**src/rtl/fetch_stage_ctrl_if.sv**
```systemverilog
// Instruction-memory request/response bus between the IF stage and imem.
// One request is outstanding at a time; read data returns at least one
// cycle after the request is acknowledged.
interface fetch_stage_ctrl_if;
  logic        req;
  logic [31:0] addr;
  logic        ack;
  logic        rvalid;
  logic [31:0] rdata;

  modport master (output req, addr, input ack, rvalid, rdata);
  modport slave  (input req, addr, output ack, rvalid, rdata);
endinterface

```
**src/rtl/fetch_stage_ctrl.sv**
```systemverilog
// IF stage of the 5-stage RV32I pipeline. Owns the PC, runs the
// single-outstanding imem handshake, parks a returned word while the pipe is
// stalled, drives the IF/ID register and discards wrong-path responses after
// a redirect from EX.
module fetch_stage_ctrl #(
  parameter logic [31:0] RESET_PC  = 32'h0000_0000,
  parameter logic [31:0] NOP_INSTR = 32'h0000_0013
) (
  input  logic                       i_clk,
  input  logic                       i_reset,
  input  logic                       i_stallF,
  input  logic                       i_stallD,
  input  logic                       i_flushD,
  input  logic                       i_redirect,
  input  logic [31:0]                i_redirect_pc,
  fetch_stage_ctrl_if.master         imem,
  output logic [6:0]                 o_opcodeF,
  output logic [31:0]                o_instrD,
  output logic [31:0]                o_pcD,
  output logic [31:0]                o_pc4D,
  output logic                       o_validD
);

  typedef enum logic [1:0] {S_REQ, S_WAIT, S_HOLD} state_t;

  state_t      state_q, state_n;
  logic [31:0] pc_q, pc_n;
  logic        drop_q, drop_n;
  logic [31:0] hold_q, hold_n;
  logic [31:0] pc_plus4;
  logic [31:0] word;
  logic        deliver;
  logic        unstalled;
  logic [6:0]  opcode;

  assign pc_plus4  = pc_q + 32'd4;
  assign unstalled = !i_stallF && !i_stallD;

  // The request is only visible in REQ and is masked while reset is held.
  assign imem.req  = (state_q == S_REQ) && !i_reset;
  assign imem.addr = pc_q;
  assign o_opcodeF = opcode;

  // Fetch state register with PC, drop flag and the stall-hold buffer.
  always_ff @(posedge i_clk or posedge i_reset) begin
    if (i_reset) begin
      state_q <= S_REQ;
      pc_q    <= RESET_PC;
      drop_q  <= 1'b0;
      hold_q  <= '0;
    end else begin
      state_q <= state_n;
      pc_q    <= pc_n;
      drop_q  <= drop_n;
      hold_q  <= hold_n;
    end
  end

  // Next-state, PC advance, delivery and opcode-to-hazard-unit decode.
  always_comb begin
    state_n = state_q;
    pc_n    = pc_q;
    drop_n  = drop_q;
    hold_n  = hold_q;
    deliver = 1'b0;
    word    = imem.rdata;
    opcode  = '0;
    case (state_q)
      S_REQ: begin
        if (imem.ack) state_n = S_WAIT;
      end
      S_WAIT: begin
        if (imem.rvalid) begin
          if (drop_q) begin
            // Response belongs to a request issued before a redirect.
            drop_n  = 1'b0;
            state_n = S_REQ;
          end else begin
            opcode = imem.rdata[6:0];
            if (unstalled) begin
              deliver = 1'b1;
              pc_n    = pc_plus4;
              state_n = S_REQ;
            end else begin
              hold_n  = imem.rdata;
              state_n = S_HOLD;
            end
          end
        end
      end
      S_HOLD: begin
        word   = hold_q;
        opcode = hold_q[6:0];
        if (unstalled) begin
          deliver = 1'b1;
          pc_n    = pc_plus4;
          state_n = S_REQ;
        end
      end
      default: state_n = S_REQ;
    endcase

    // A redirect overrides everything above, including stallF on the PC.
    if (i_redirect) begin
      pc_n    = i_redirect_pc & ~32'd3;
      hold_n  = '0;
      deliver = 1'b0;
      case (state_q)
        S_REQ: begin
          // An address acked this cycle is wrong-path; its data must be dropped.
          state_n = imem.ack ? S_WAIT : S_REQ;
          drop_n  = imem.ack;
        end
        S_WAIT: begin
          opcode = '0;
          if (imem.rvalid) begin
            state_n = S_REQ;
            drop_n  = 1'b0;
          end else begin
            state_n = S_WAIT;
            drop_n  = 1'b1;
          end
        end
        default: begin
          state_n = S_REQ;
          drop_n  = 1'b0;
        end
      endcase
    end
  end

  // IF/ID register: squash beats stall, stall beats load, otherwise a bubble.
  always_ff @(posedge i_clk or posedge i_reset) begin
    if (i_reset) begin
      o_instrD <= NOP_INSTR;
      o_pcD    <= '0;
      o_pc4D   <= '0;
      o_validD <= 1'b0;
    end else if (i_redirect || i_flushD) begin
      o_instrD <= NOP_INSTR;
      o_pcD    <= '0;
      o_pc4D   <= '0;
      o_validD <= 1'b0;
    end else if (i_stallD) begin
      o_instrD <= o_instrD;
      o_pcD    <= o_pcD;
      o_pc4D   <= o_pc4D;
      o_validD <= o_validD;
    end else if (deliver) begin
      o_instrD <= word;
      o_pcD    <= pc_q;
      o_pc4D   <= pc_plus4;
      o_validD <= 1'b1;
    end else begin
      o_instrD <= NOP_INSTR;
      o_pcD    <= '0;
      o_pc4D   <= '0;
      o_validD <= 1'b0;
    end
  end

endmodule

```
**src/flat_wrapper.sv**
```systemverilog
// flat-port wrapper written by rule: the top's interface ports become plain ports
module fetch_stage_ctrl_flat 
#(
  parameter logic [31:0] RESET_PC  = 32'h0000_0000,
  parameter logic [31:0] NOP_INSTR = 32'h0000_0013
)
  (i_clk, i_reset, i_stallF, i_stallD, i_flushD, i_redirect, i_redirect_pc, o_opcodeF, o_instrD, o_pcD, o_pc4D, o_validD, imem_req, imem_addr, imem_ack, imem_rvalid, imem_rdata);
  fetch_stage_ctrl_if imem_i ();
  input  logic i_clk;
  input  logic i_reset;
  input  logic i_stallF;
  input  logic i_stallD;
  input  logic i_flushD;
  input  logic i_redirect;
  input  logic [31:0] i_redirect_pc;
  output logic [6:0] o_opcodeF;
  output logic [31:0] o_instrD;
  output logic [31:0] o_pcD;
  output logic [31:0] o_pc4D;
  output logic o_validD;
  output wire logic [$bits(imem_i.req)-1:0] imem_req;
  output wire logic [$bits(imem_i.addr)-1:0] imem_addr;
  input wire logic [$bits(imem_i.ack)-1:0] imem_ack;
  input wire logic [$bits(imem_i.rvalid)-1:0] imem_rvalid;
  input wire logic [$bits(imem_i.rdata)-1:0] imem_rdata;
  assign imem_req = imem_i.req;
  assign imem_addr = imem_i.addr;
  assign imem_i.ack = imem_ack;
  assign imem_i.rvalid = imem_rvalid;
  assign imem_i.rdata = imem_rdata;
  fetch_stage_ctrl #(.RESET_PC(RESET_PC), .NOP_INSTR(NOP_INSTR)) u_core (.i_clk(i_clk), .i_reset(i_reset), .i_stallF(i_stallF), .i_stallD(i_stallD), .i_flushD(i_flushD), .i_redirect(i_redirect), .i_redirect_pc(i_redirect_pc), .imem(imem_i), .o_opcodeF(o_opcodeF), .o_instrD(o_instrD), .o_pcD(o_pcD), .o_pc4D(o_pc4D), .o_validD(o_validD));
endmodule
```
**config.mk**
```make
export PLATFORM = sky130hd
export DESIGN_NAME = fetch_stage_ctrl_flat
export DESIGN_NICKNAME = d
export VERILOG_FILES = /design/src/rtl/fetch_stage_ctrl_if.sv /design/src/rtl/fetch_stage_ctrl.sv /design/src/flat_wrapper.sv
export SDC_FILE = /design/constraint.sdc
export NUM_CORES = 1
export LEC_CHECK = 0
export ABC_AREA = 1
export CAP_MARGIN = 10
export CORE_MARGIN = 4
export CORE_UTILIZATION = 40
export DETAILED_ROUTE_END_ITERATION = 10
export DONT_BUFFER_PORTS = 1
export HOLD_SLACK_MARGIN = 0.12
export PLACE_DENSITY = 0.53
export SYNTH_ARGS = -nofsm -noshare
export SYNTH_HDL_FRONTEND = slang
export SYNTH_SLANG_ARGS = --single-unit
export TNS_END_PERCENT = 10
```
**constraint.sdc**
```tcl
create_clock -name i_clk -period 5.1 [get_ports i_clk]
set_input_delay 0.255 -clock i_clk [delete_from_list [all_inputs] [get_ports i_clk]]
set_output_delay 0.255 -clock i_clk [all_outputs]
set_load 0.02 [all_outputs]
```
==> summary.md <==
| Metric | Value |
|---|---|
| Outcome | `finished, final reports clean` |
| Total GRT Usage | `0.2150` |
| F_max | `317.0 MHz` |
| Logic pwr share | `0.222` |
| Switching part of the total | `0.4028` |
| Clock buffer count from CTS | `17` |
| Grt ovf | `0` |
| Crit Path Class | `reg -> reg` |
| R2R Path Start | `u_core.state_q[0]` |
| Reg2Reg Setup Slack | `1.95 ns` |
| Most used cell along the critical path | `nand2_1` |
| Final Hold Vio Count | `0` |
| Crit path largest cell delay | `0.77 ns` |
| Hold WC Path Type | `in -> reg` |
| Tcrit/Tclk final | `0.6185` |
| Core area | `~0.020 mm^2` |
| Reg2reg end | `u_core.o_pcD[18]` |
| Leak pwr | `approximately 4.7 nW` |
| Dpl hpwl | `~16 mm` |
| Clock tree buffer depth | `2` |
| Initial antenna violation count | `1` |
| Part of the power in the clock network | `0.320` |
| YS warnings | `0` |
| Int Power | `around 2.5 mW` |
| Vias in the first global route | `between 6000 and 7000` |
| Reg clk slew, reported paths | `~0.070 ns` |
| Synth Area per Inst | `about 7.4 um^2` |
| Rel. slew slack | `0.3226` |
| RSZ-0062 raised after global routing | `no` |
| Buffers on Ports | `0` |
| IO Count | `209` |
| Distinct cells, synth | `35` |
| Largest net degree at the start of global routing | `67` |
| Clock sinks | `about 160` |
| Critical Path Sink | `u_core.o_pcD[18]` |
| Psw | `1.663 mW` |
| Via density | `slightly below 5` |
| Tmin final | `3.154 ns` |
| Total die area | `roughly 0.022 mm^2` |
| H-tree Lvls | `4` |
| Syn-to-layout area delta | `16.85%` |
| Pwr Density | `about 440 mW/mm^2` |
| Hold slack | `about 0.12 ns` |
| Post-CTS resize count | `0` |
| Cell area after synthesis | `approximately 0.0080 mm^2` |
| Reg2reg path depth | `9` |
| First-pass GRT wire length | `about 38 mm` |
| Post-route insts no fill | `1391` |
| Max cap viols | `0` |
| Total negative slack | `0 ns` |
| RePlAce Congestion | `0.8816` |
| Final WL | `~24 mm` |
| Endpoints failing setup | `0` |
| Remaining antenna violation count | `0` |
| FILL cells | `between 2000 and 2500` |
| Maximum VDD drop | `between 0.2 and 0.25 mV` |
| Clk_lat worst skew | `~0.43 ns` |
| Layout cells sized above 1 | `0.05867` |
| Power share of the sequential group | `0.458` |
| Initial core utilization | `0.4080` |
| Crit path max fanout | `66` |
| Die width | `approximately 150 um` |
| CTS tree | `yes` |
| Layout Nets | `around 1200` |
| Yosys reg bits | `159` |
| Worst Path Arrival | `roughly 3.5 ns` |
| Slowest cell on crit path | `ha_2` |
| CP cell instances | `inv_1 > ha_2 > inv_2 > nand2_2 > nand4_4 > nor2_4 > buf_12 > nand2_1 > nand2_1` |
| Post-synthesis sequential area ratio | `0.4999` |
| Worst Path Required | `between 5 and 6 ns` |
| Post-Synthesis Cells | `1075` |
| Hold depth | `4` |
| Crit start category | `register` |
| Vias | `6814` |
| Setup repair bufs after CTS | `0` |
| Die span in y | `between 100 and 150 um` |
| Worst Skew | `0.009663 ns` |
| DRT Pass-1 Iters | `5` |
| DRT iter0 DRCs | `361` |
| Routed WL per cell | `about 17 um` |
| Row cnt | `51` |
| Slew @ Worst Pin | `roughly 1 ns` |
| Fin. max-slew vios | `0` |
| Placed Instances | `between 1000 and 1500` |
| Worst Setup SP | `u_core.state_q[0]` |
| Drt drc | `0` |
| CTS root buffer | `clkbuf_16` |
| CP endpoint kind | `register` |
-- worst min-delay path by stage --
stage,start,endpoint,slack (ns)
detailed placement,i_reset,u_core.o_instrD[9],0.18
floorplan,i_redirect_pc[6],u_core.imem.addr[6],0.40
global route,i_redirect_pc[28],u_core.imem.addr[28],0.14
global placement,i_reset,u_core.o_instrD[9],0.18
CTS,imem_rdata[7],u_core.o_instrD[7],0.12
finish,imem_rdata[7],u_core.o_instrD[7],0.12
-- kinds of logic after synthesis --
logic type      Yosys count  share of synthesized area
xor+xnor                  8                   0.008796
simple gates            641                     0.3215
fa+ha+maj                 5                   0.007853
compound gates          108                    0.07680
other cells               1                  0.0004707
buf+inv                 153                    0.08465
flops                   159                     0.4999
-- placed cells by master (no fill, tap or decap), drive strengths merged --
cell type    Yosys  final
nor3            14     14
nor2            81     81
o21ai           65     65
a31oi            1      1
a21boi           1      1
a21oi            7      7
dfrtp          156    156
o22ai           24     24
o31ai            2      2
nand2          485    485
nand3b           1      1
and2             1      1
nand4            2      2
or2              6      6
clkinvlp         0      3
ha               5      5
nand3           51     51
buf             38      7
dlygate4sd3      0     62
o211ai           4      4
o21a             3      3
inv            101    107
xnor2            3      3
clkbuf          14     17
conb             1      2
dfstp            3      3
xor2             5      5
diode            0      1
clkinv           0      4
bufinv           0      2
a211oi           1      1
-- through the flow --
stage	cell area, um^2	power, mW	worst slack, ns	util
2_1_floorplan	7970	2.504	0.5584	-
3_3_place_gp	8084	2.785	1.928	0.4140
3_5_place_dp	8084	2.791	1.930	0.4140
4_1_cts	9306	4.171	1.916	0.4766
5_1_grt	9309	4.387	1.649	0.4767
6_report	9309	4.129	1.946	0.4767
-- registers in the layout, indices dropped and copies added, names as in the netlist --
signal and flops:
u_core.drop_q 1, u_core.state_q 2, u_core.o_pc4D 30, u_core.hold_q 32, u_core.o_pcD 31, u_core.imem.addr 30
u_core.o_validD 1, u_core.o_instrD 32
-- power by group through the flow --
| stage | combinational, mW | clock [mW] | sequential (mW) |
|---|---|---|---|
| 3_3_place_gp | 0.872 | 0 | 1.91 |
| 3_5_place_dp | 0.878 | 0 | 1.91 |
| 5_1_grt | 1.05 | 1.41 | 1.92 |
| 6_report | 0.917 | 1.32 | 1.89 |
| 2_1_floorplan | 0.722 | 0 | 1.78 |
| 4_1_cts | 0.928 | 1.35 | 1.89 |
-- worst max-delay path, delay by kind of cell (launching register included) --
family                   cells  cell delay (ns)
adder cells (fa/ha/maj)      1             0.77
buffers and inverters        3             0.80
flip-flops                   1             0.39
AND/OR/NAND/NOR              5             1.08
-- timing repair --
item                       in CTS  in global routing
setup endpoints to repair       0                  0
hold endpoints to repair      143                  0
hold buffers                   62                  0
-- metal layers --
metal | vias up | share of wire | track usage
li1 | 3406 | - | -
met1 | 3192 | 0.44 | 0.2856
met2 | 191 | 0.47 | 0.3397
met3 | 25 | 0.080 | 0.07141
met4 | 0 | 0.015 | 0.05721
met5 | - | 0 | 0
-- area by class of cell --
| class | count | area [um^2] | share of cell area |
|---|---|---|---|
| multi-input cells | 764 | 3319 | 0.3566 |
| diodes | 1 | 2.502 | 0.0002688 |
| flip-flops and latches | 159 | 3983 | 0.4278 |
| well taps | 265 | 331.6 | 0.03562 |
| repair buffers | 69 | 685.7 | 0.07366 |
| clock buffers | 17 | 425.4 | 0.04570 |
| clock inverters | 15 | 176.4 | 0.01895 |
| inverters | 101 | 385.4 | 0.04140 |
-- Yosys cell counts (all sizes together) --
library cell / instances / share of area
o22ai: 24 / 0.019
conb: 1 / 0.00047
a21boi: 1 / 0.00094
nor2: 81 / 0.042
a211oi: 1 / 0.0025
xor2: 5 / 0.0055
o21a: 3 / 0.0028
a21oi: 7 / 0.0044
nand3: 51 / 0.032
nand3b: 1 / 0.00094
o31ai: 2 / 0.0019
dfrtp: 156 / 0.49
clkbuf: 14 / 0.0066
o21ai: 65 / 0.041
ha: 5 / 0.0079
nand2: 485 / 0.23
or2: 6 / 0.0047
inv: 101 / 0.048
o211ai: 4 / 0.0038
buf: 38 / 0.030
nand4: 2 / 0.0035
and2: 1 / 0.00079
nor3: 14 / 0.0088
dfstp: 3 / 0.0099
xnor2: 3 / 0.0033
a31oi: 1 / 0.00079
No activity file was read; power rests on OpenSTA's default activity.
